## src/rtl/array_op_sequencer.sv

```systemverilog
// Command sequencer for one SET/RESET/READ cell operation: BL launch, WL pulse timing, completion.
// Optional WAIT_BL watchdog is compiled in when the SEQ_TIMEOUT_EN macro is defined.
module array_op_sequencer #(
    parameter logic [7:0] PULSE_W = 8'd20
`ifdef SEQ_TIMEOUT_EN
    ,
    parameter logic [7:0] TIMEOUT = 8'd255
`endif
) (
    input  logic        sys_clk,
    input  logic        sys_rst,
    input  logic        cmd_valid,
    output logic        cmd_ready,
    input  logic        cmd_write,
    input  logic        cmd_set,
    input  logic [9:0]  cmd_addr,
    output logic        bl_work_en,
    output logic        bl_work_mode,
    output logic        bl_op_mode,
    output logic [4:0]  bl_addr_hi,
    input  logic        bl_assert_en,
    output logic        bl_op_down,
    output logic [4:0]  wl_addr,
    output logic        wl_pulse_en,
    output logic        rd_sample_en,
    output logic        busy,
    output logic        done_pulse,
    output logic        err_timeout,
    output logic [15:0] op_cnt
);

    typedef enum logic [2:0] {StIdle, StLaunch, StWaitBl, StPulse, StDone} state_e;

    localparam logic [7:0] PulseLen = (PULSE_W == 8'd0) ? 8'd1 : PULSE_W;

    state_e      state_q, state_d;
    logic [7:0]  cnt_q, cnt_d;
    logic        write_q, write_d;
    logic        set_q, set_d;
    logic [4:0]  addr_hi_q, addr_hi_d;
    logic [4:0]  wl_addr_q, wl_addr_d;
    logic        cmd_ready_q, cmd_ready_d;
    logic        busy_q, busy_d;
    logic        work_en_q, work_en_d;
    logic        op_down_q, op_down_d;
    logic        wl_pulse_q, wl_pulse_d;
    logic        rd_sample_q, rd_sample_d;
    logic        done_q, done_d;
    logic [15:0] op_cnt_q, op_cnt_d;
`ifdef SEQ_TIMEOUT_EN
    logic [7:0]  wd_q, wd_d;
    logic        err_q, err_d;
`endif

    always_comb begin
        state_d     = state_q;
        cnt_d       = cnt_q;
        write_d     = write_q;
        set_d       = set_q;
        addr_hi_d   = addr_hi_q;
        wl_addr_d   = wl_addr_q;
        cmd_ready_d = cmd_ready_q;
        wl_pulse_d  = wl_pulse_q;
        op_cnt_d    = op_cnt_q;
        work_en_d   = 1'b0;
        op_down_d   = 1'b0;
        rd_sample_d = 1'b0;
        done_d      = 1'b0;
`ifdef SEQ_TIMEOUT_EN
        wd_d        = wd_q;
        err_d       = 1'b0;
`endif
        case (state_q)
            StIdle: begin
                if (cmd_valid && cmd_ready_q) begin
                    write_d     = cmd_write;
                    set_d       = cmd_set;
                    addr_hi_d   = cmd_addr[9:5];
                    wl_addr_d   = cmd_addr[4:0];
                    work_en_d   = 1'b1;
                    cmd_ready_d = 1'b0;
                    state_d     = StLaunch;
                end
            end
            StLaunch: begin
`ifdef SEQ_TIMEOUT_EN
                wd_d    = TIMEOUT;
`endif
                state_d = StWaitBl;
            end
            StWaitBl: begin
                // A late bl_assert_en on the expiry cycle still takes the normal path.
                if (bl_assert_en) begin
                    cnt_d      = PulseLen;
                    wl_pulse_d = 1'b1;
                    state_d    = StPulse;
                    if (PulseLen == 8'd1) begin
                        op_down_d   = 1'b1;
                        rd_sample_d = ~write_q;
                    end
                end
`ifdef SEQ_TIMEOUT_EN
                else if (wd_q == 8'd1) begin
                    err_d       = 1'b1;
                    op_down_d   = 1'b1;
                    cmd_ready_d = 1'b1;
                    state_d     = StIdle;
                end else begin
                    wd_d = wd_q - 8'd1;
                end
`endif
            end
            StPulse: begin
                if (cnt_q == 8'd1) begin
                    wl_pulse_d = 1'b0;
                    done_d     = 1'b1;
                    op_cnt_d   = op_cnt_q + 16'd1;
                    state_d    = StDone;
                end else begin
                    cnt_d = cnt_q - 8'd1;
                    // Strobes are registered, so raise them one cycle ahead of the last pulse cycle.
                    if (cnt_q == 8'd2) begin
                        op_down_d   = 1'b1;
                        rd_sample_d = ~write_q;
                    end
                end
            end
            StDone: begin
                cmd_ready_d = 1'b1;
                state_d     = StIdle;
            end
            default: begin
                cmd_ready_d = 1'b1;
                wl_pulse_d  = 1'b0;
                state_d     = StIdle;
            end
        endcase
        busy_d = ~cmd_ready_d;
    end

    always_ff @(posedge sys_clk) begin
        if (sys_rst) begin
            state_q     <= StIdle;
            cnt_q       <= 8'd0;
            write_q     <= 1'b0;
            set_q       <= 1'b0;
            addr_hi_q   <= 5'd0;
            wl_addr_q   <= 5'd0;
            cmd_ready_q <= 1'b1;
            busy_q      <= 1'b0;
            work_en_q   <= 1'b0;
            op_down_q   <= 1'b0;
            wl_pulse_q  <= 1'b0;
            rd_sample_q <= 1'b0;
            done_q      <= 1'b0;
            op_cnt_q    <= 16'd0;
`ifdef SEQ_TIMEOUT_EN
            wd_q        <= 8'd0;
            err_q       <= 1'b0;
`endif
        end else begin
            state_q     <= state_d;
            cnt_q       <= cnt_d;
            write_q     <= write_d;
            set_q       <= set_d;
            addr_hi_q   <= addr_hi_d;
            wl_addr_q   <= wl_addr_d;
            cmd_ready_q <= cmd_ready_d;
            busy_q      <= busy_d;
            work_en_q   <= work_en_d;
            op_down_q   <= op_down_d;
            wl_pulse_q  <= wl_pulse_d;
            rd_sample_q <= rd_sample_d;
            done_q      <= done_d;
            op_cnt_q    <= op_cnt_d;
`ifdef SEQ_TIMEOUT_EN
            wd_q        <= wd_d;
            err_q       <= err_d;
`endif
        end
    end

    assign cmd_ready    = cmd_ready_q;
    assign busy         = busy_q;
    assign bl_work_en   = work_en_q;
    assign bl_work_mode = write_q;
    assign bl_op_mode   = set_q;
    assign bl_addr_hi   = addr_hi_q;
    assign wl_addr      = wl_addr_q;
    assign bl_op_down   = op_down_q;
    assign wl_pulse_en  = wl_pulse_q;
    assign rd_sample_en = rd_sample_q;
    assign done_pulse   = done_q;
    assign op_cnt       = op_cnt_q;
`ifdef SEQ_TIMEOUT_EN
    assign err_timeout  = err_q;
`else
    assign err_timeout  = 1'b0;
`endif

endmodule

```

## config.mk

```make
export PLATFORM = sky130hd
export DESIGN_NAME = array_op_sequencer
export DESIGN_NICKNAME = d
export VERILOG_FILES = /design/src/rtl/array_op_sequencer.sv
export SDC_FILE = /design/constraint.sdc
export NUM_CORES = 1
export LEC_CHECK = 0
export CAP_MARGIN = 20
export CORE_MARGIN = 4
export CORE_UTILIZATION = 31
export DETAILED_ROUTE_END_ITERATION = 10
export GPL_TIMING_DRIVEN = 0
export PLACE_DENSITY = 0.61
export RECOVER_POWER = 100
export SYNTH_ARGS = -nofsm -noshare
export SYNTH_HDL_FRONTEND = slang
export SYNTH_SLANG_ARGS = --single-unit
```

## constraint.sdc

```tcl
create_clock -name sys_clk -period 2.1 [get_ports sys_clk]
set_clock_uncertainty 0.1 [all_clocks]
set_input_delay 0.63 -clock sys_clk [delete_from_list [all_inputs] [get_ports sys_clk]]
set_output_delay 0.63 -clock sys_clk [all_outputs]
set_load 0.02 [all_outputs]
```

==> flow_summary.yaml <==
run_status:
  status: "complete, but fails checks"
  violations: "negative setup slack"
route:
  vias: 1936
  ant_nets: 0
  wl_per_cell_um: 13.62
  wirelength_um: 5243
  drt-initial-drc-count: 82
  first_pass_iters: 5
  viasPerCell: 5.029
  drc: 0
cells_and_area:
  layout.cells.non_filler: 385
  final_nets: 327
  final_layout_size_suffix_gt1_share_pct: 16.56
  final_area_um2: 2880
  final_util_pct: 45.10
  final_common_cell: "dfxtp_1"
  num_antenna_cells: 0
  final_cell_mix: "dfxtp_1 (42), clkdlybuf4s50_1 (37), nand2_1 (32)"
  syn2layout_area_growth_pct: 41.14
setup_path:
  end_kind: "register"
  critical_path.slowest_cell: "or4_4"
  path_cells: "or4_4, or4_4, buf_8, or3_1, a21oi_1"
  cp.buffers_inverters: 1
  critPathLaunchType: "register"
  required_ps: 2220
  critical_path_class: "reg2reg"
  cp.arrival_ps: 2280
  max_stage_delay_ps: 550
  cp_common_cell: "or4_4"
  cp_top_family: "simple AND/OR/NAND/NOR gates"
  worstPathMaxFanout: 5
  reg2reg_slack_ps: -60
synth:
  syn_area_um2: 2041
  ys.flop_type: "dfxtp_1"
  seq_area_frac_synth_pct: 45.13
  synthArstFlopShare_pct: 0
  yosysWarnings: 0
  synth-seq-cells: 46
  syn_area_per_cell_um2: 8.433
  yosysUniqueCellTypes: 39
  synth_edf_count: 0
  synthCells: 242
  syn_nets: 262
timing:
  finalMaxSlewViolations: 0
  min_period_ps: 2157
  fmax_ghz: 0.4636
  slew_headroom_pct: 57.42
  rsz0062_at_grt: "yes"
  fin_ws_ps: -56.85
  period_share_pct: 102.7
  holdWs_ps: 355.6
  finalHoldViolCount: 0
  tightest_slew_ps: 638.7
  final-setup-viol-count: 2
flow_run:
  cap_violations: 0
grt:
  track_usage_pct: 13.78
  grt_pass1_wl_um: 8507
  first_global_vias: 1852
  antenna_found_initial: 0
  grt_max_degree: 15
  grt_overflow: 0
floorplanning:
  die_width_um: 89.14
  start_util_pct: 31.96
  die_h_um: 89.14
  num_rows: 29
  dieArea_um2: 7945
  io_pins: 52
  core_um2: 6386
place:
  dp_cells: 369
  io_buffers: 50
  place.gp.congestion: 0.8133
  place_area_um2: 2655
  place_hpwl_um: 3704
cts:
  numCtsBuffers: 5
  cts_buffer_depth: 2
  cts_hold_buf: 0
  cts_root_buf: "clkbuf_8"
  clock_latency_ps: 290
  htree_levels: 2
  cts_sinks: 46
  clk_pin_slew_worst_paths_ps: 90
  cts_tree: "built"
power:
  total_leakage_power_uw: 0.001037
  ir_drop_mv: 0.3831
  powerDensity_nw_per_um2: 722.9
worst_hold_path:
  hp-class: "reg2reg"
tightest hold or removal path, stage by stage, from the launching register on:
cell	delay (ps)
dfxtp_1	320
nand2_1	50
a21oi_1	50
cell usage after synthesis (2+ instances only):
cell type / count / area share [%]
a311oi_1: 2 / 0.86
dfxtp_1: 46 / 45
mux2i_1: 2 / 0.98
ha_1: 4 / 2.5
nand3b_1: 3 / 1.1
mux2_2: 3 / 1.7
nor2b_1: 6 / 1.8
and4_1: 3 / 1.3
or4_1: 5 / 1.8
nor4bb_1: 3 / 1.5
nand3_1: 8 / 2.0
nor4_1: 8 / 2.5
or2_2: 2 / 0.61
nand4_1: 6 / 1.8
nand2b_1: 4 / 1.2
inv_1: 5 / 0.92
or3_1: 8 / 2.5
o31ai_1: 3 / 1.1
a21oi_1: 28 / 6.9
nand2_1: 32 / 5.9
xor2_1: 2 / 0.86
xnor2_1: 4 / 1.7
a211oi_1: 3 / 1.1
nor2_1: 20 / 3.7
clkbuf_1: 11 / 2.0
o21ai_0: 8 / 2.0
where the power goes:
group	leakage, uW	internal, uW	switching, uW
Sequential	0.000376	926	47.4
Combinational	0.000610	207	242
Clock	0.0000514	355	304
cell type report:
type / instances / area, um^2
fill: 649 / 3506
clock inverter: 2 / 37.54
timing repair buffer: 60 / 519.2
sequential: 46 / 928.4
clock buffer: 6 / 72.57
tap: 77 / 96.34
inverter: 5 / 18.77
buffer: 12 / 68.82
multi-input combinational: 177 / 1139
what timing repair did:
action	4_1_cts	5_1_grt
buffers inserted	7	3
setup endpoints to repair	41	36
resized for setup	23	29
cloned	1	0
pin swaps	2	5
registers in the layout, summed over array words and instances (netlist names):
name	cells
state_q	3
rd_sample_en	1
bl_addr_hi	5
cmd_ready	1
op_cnt	16
wl_pulse_en	1
bl_op_mode	1
bl_op_down	1
bl_work_en	1
wl_addr	5
bl_work_mode	1
busy	1
done_pulse	1
cnt_q	8
through the flow:
stage	power, uW	TNS, ps	setup WS (ps)
2_1_floorplan	1249	-19.30	-19.30
3_3_place_gp	1400	-22060	-666.9
3_5_place_dp	1403	-22440	-665.1
4_1_cts	2106	-640.8	-121.9
5_1_grt	2187	-320.6	-91.38
6_report	2082	-89.84	-56.85
cells by family (layout without fill, tap and decap cells):
logic type / Yosys count / after routing / synth area share (%)
compound gates: 47 / 47 / 13.12
xor+xnor: 6 / 6 / 2.575
fa+ha+maj: 4 / 4 / 2.453
buf+inv: 19 / 85 / 3.801
flops: 46 / 46 / 45.13
mux: 5 / 5 / 2.636
other cells: 1 / 1 / 0.1838
simple gates: 114 / 114 / 30.11
worst paths after layout:
| check | startpoint | end | depth (start not counted) |
|---|---|---|---|
| setup / recovery | cnt_q[3] | op_cnt[7] | 5 |
| hold / removal | bl_addr_hi[1] | bl_addr_hi[1] | 2 |
| setup reg to reg | cnt_q[3] | op_cnt[7] | 5 |
| hold reg to reg | bl_addr_hi[1] | bl_addr_hi[1] | 2 |
routing by layer:
metal	part of all wire (%)	global-route usage [%]
met1	47	17.16
met5	0	0
met2	47	23.11
met3	4.3	2.949
met4	1.4	5.548
No activity file was read; power rests on OpenSTA's default activity.
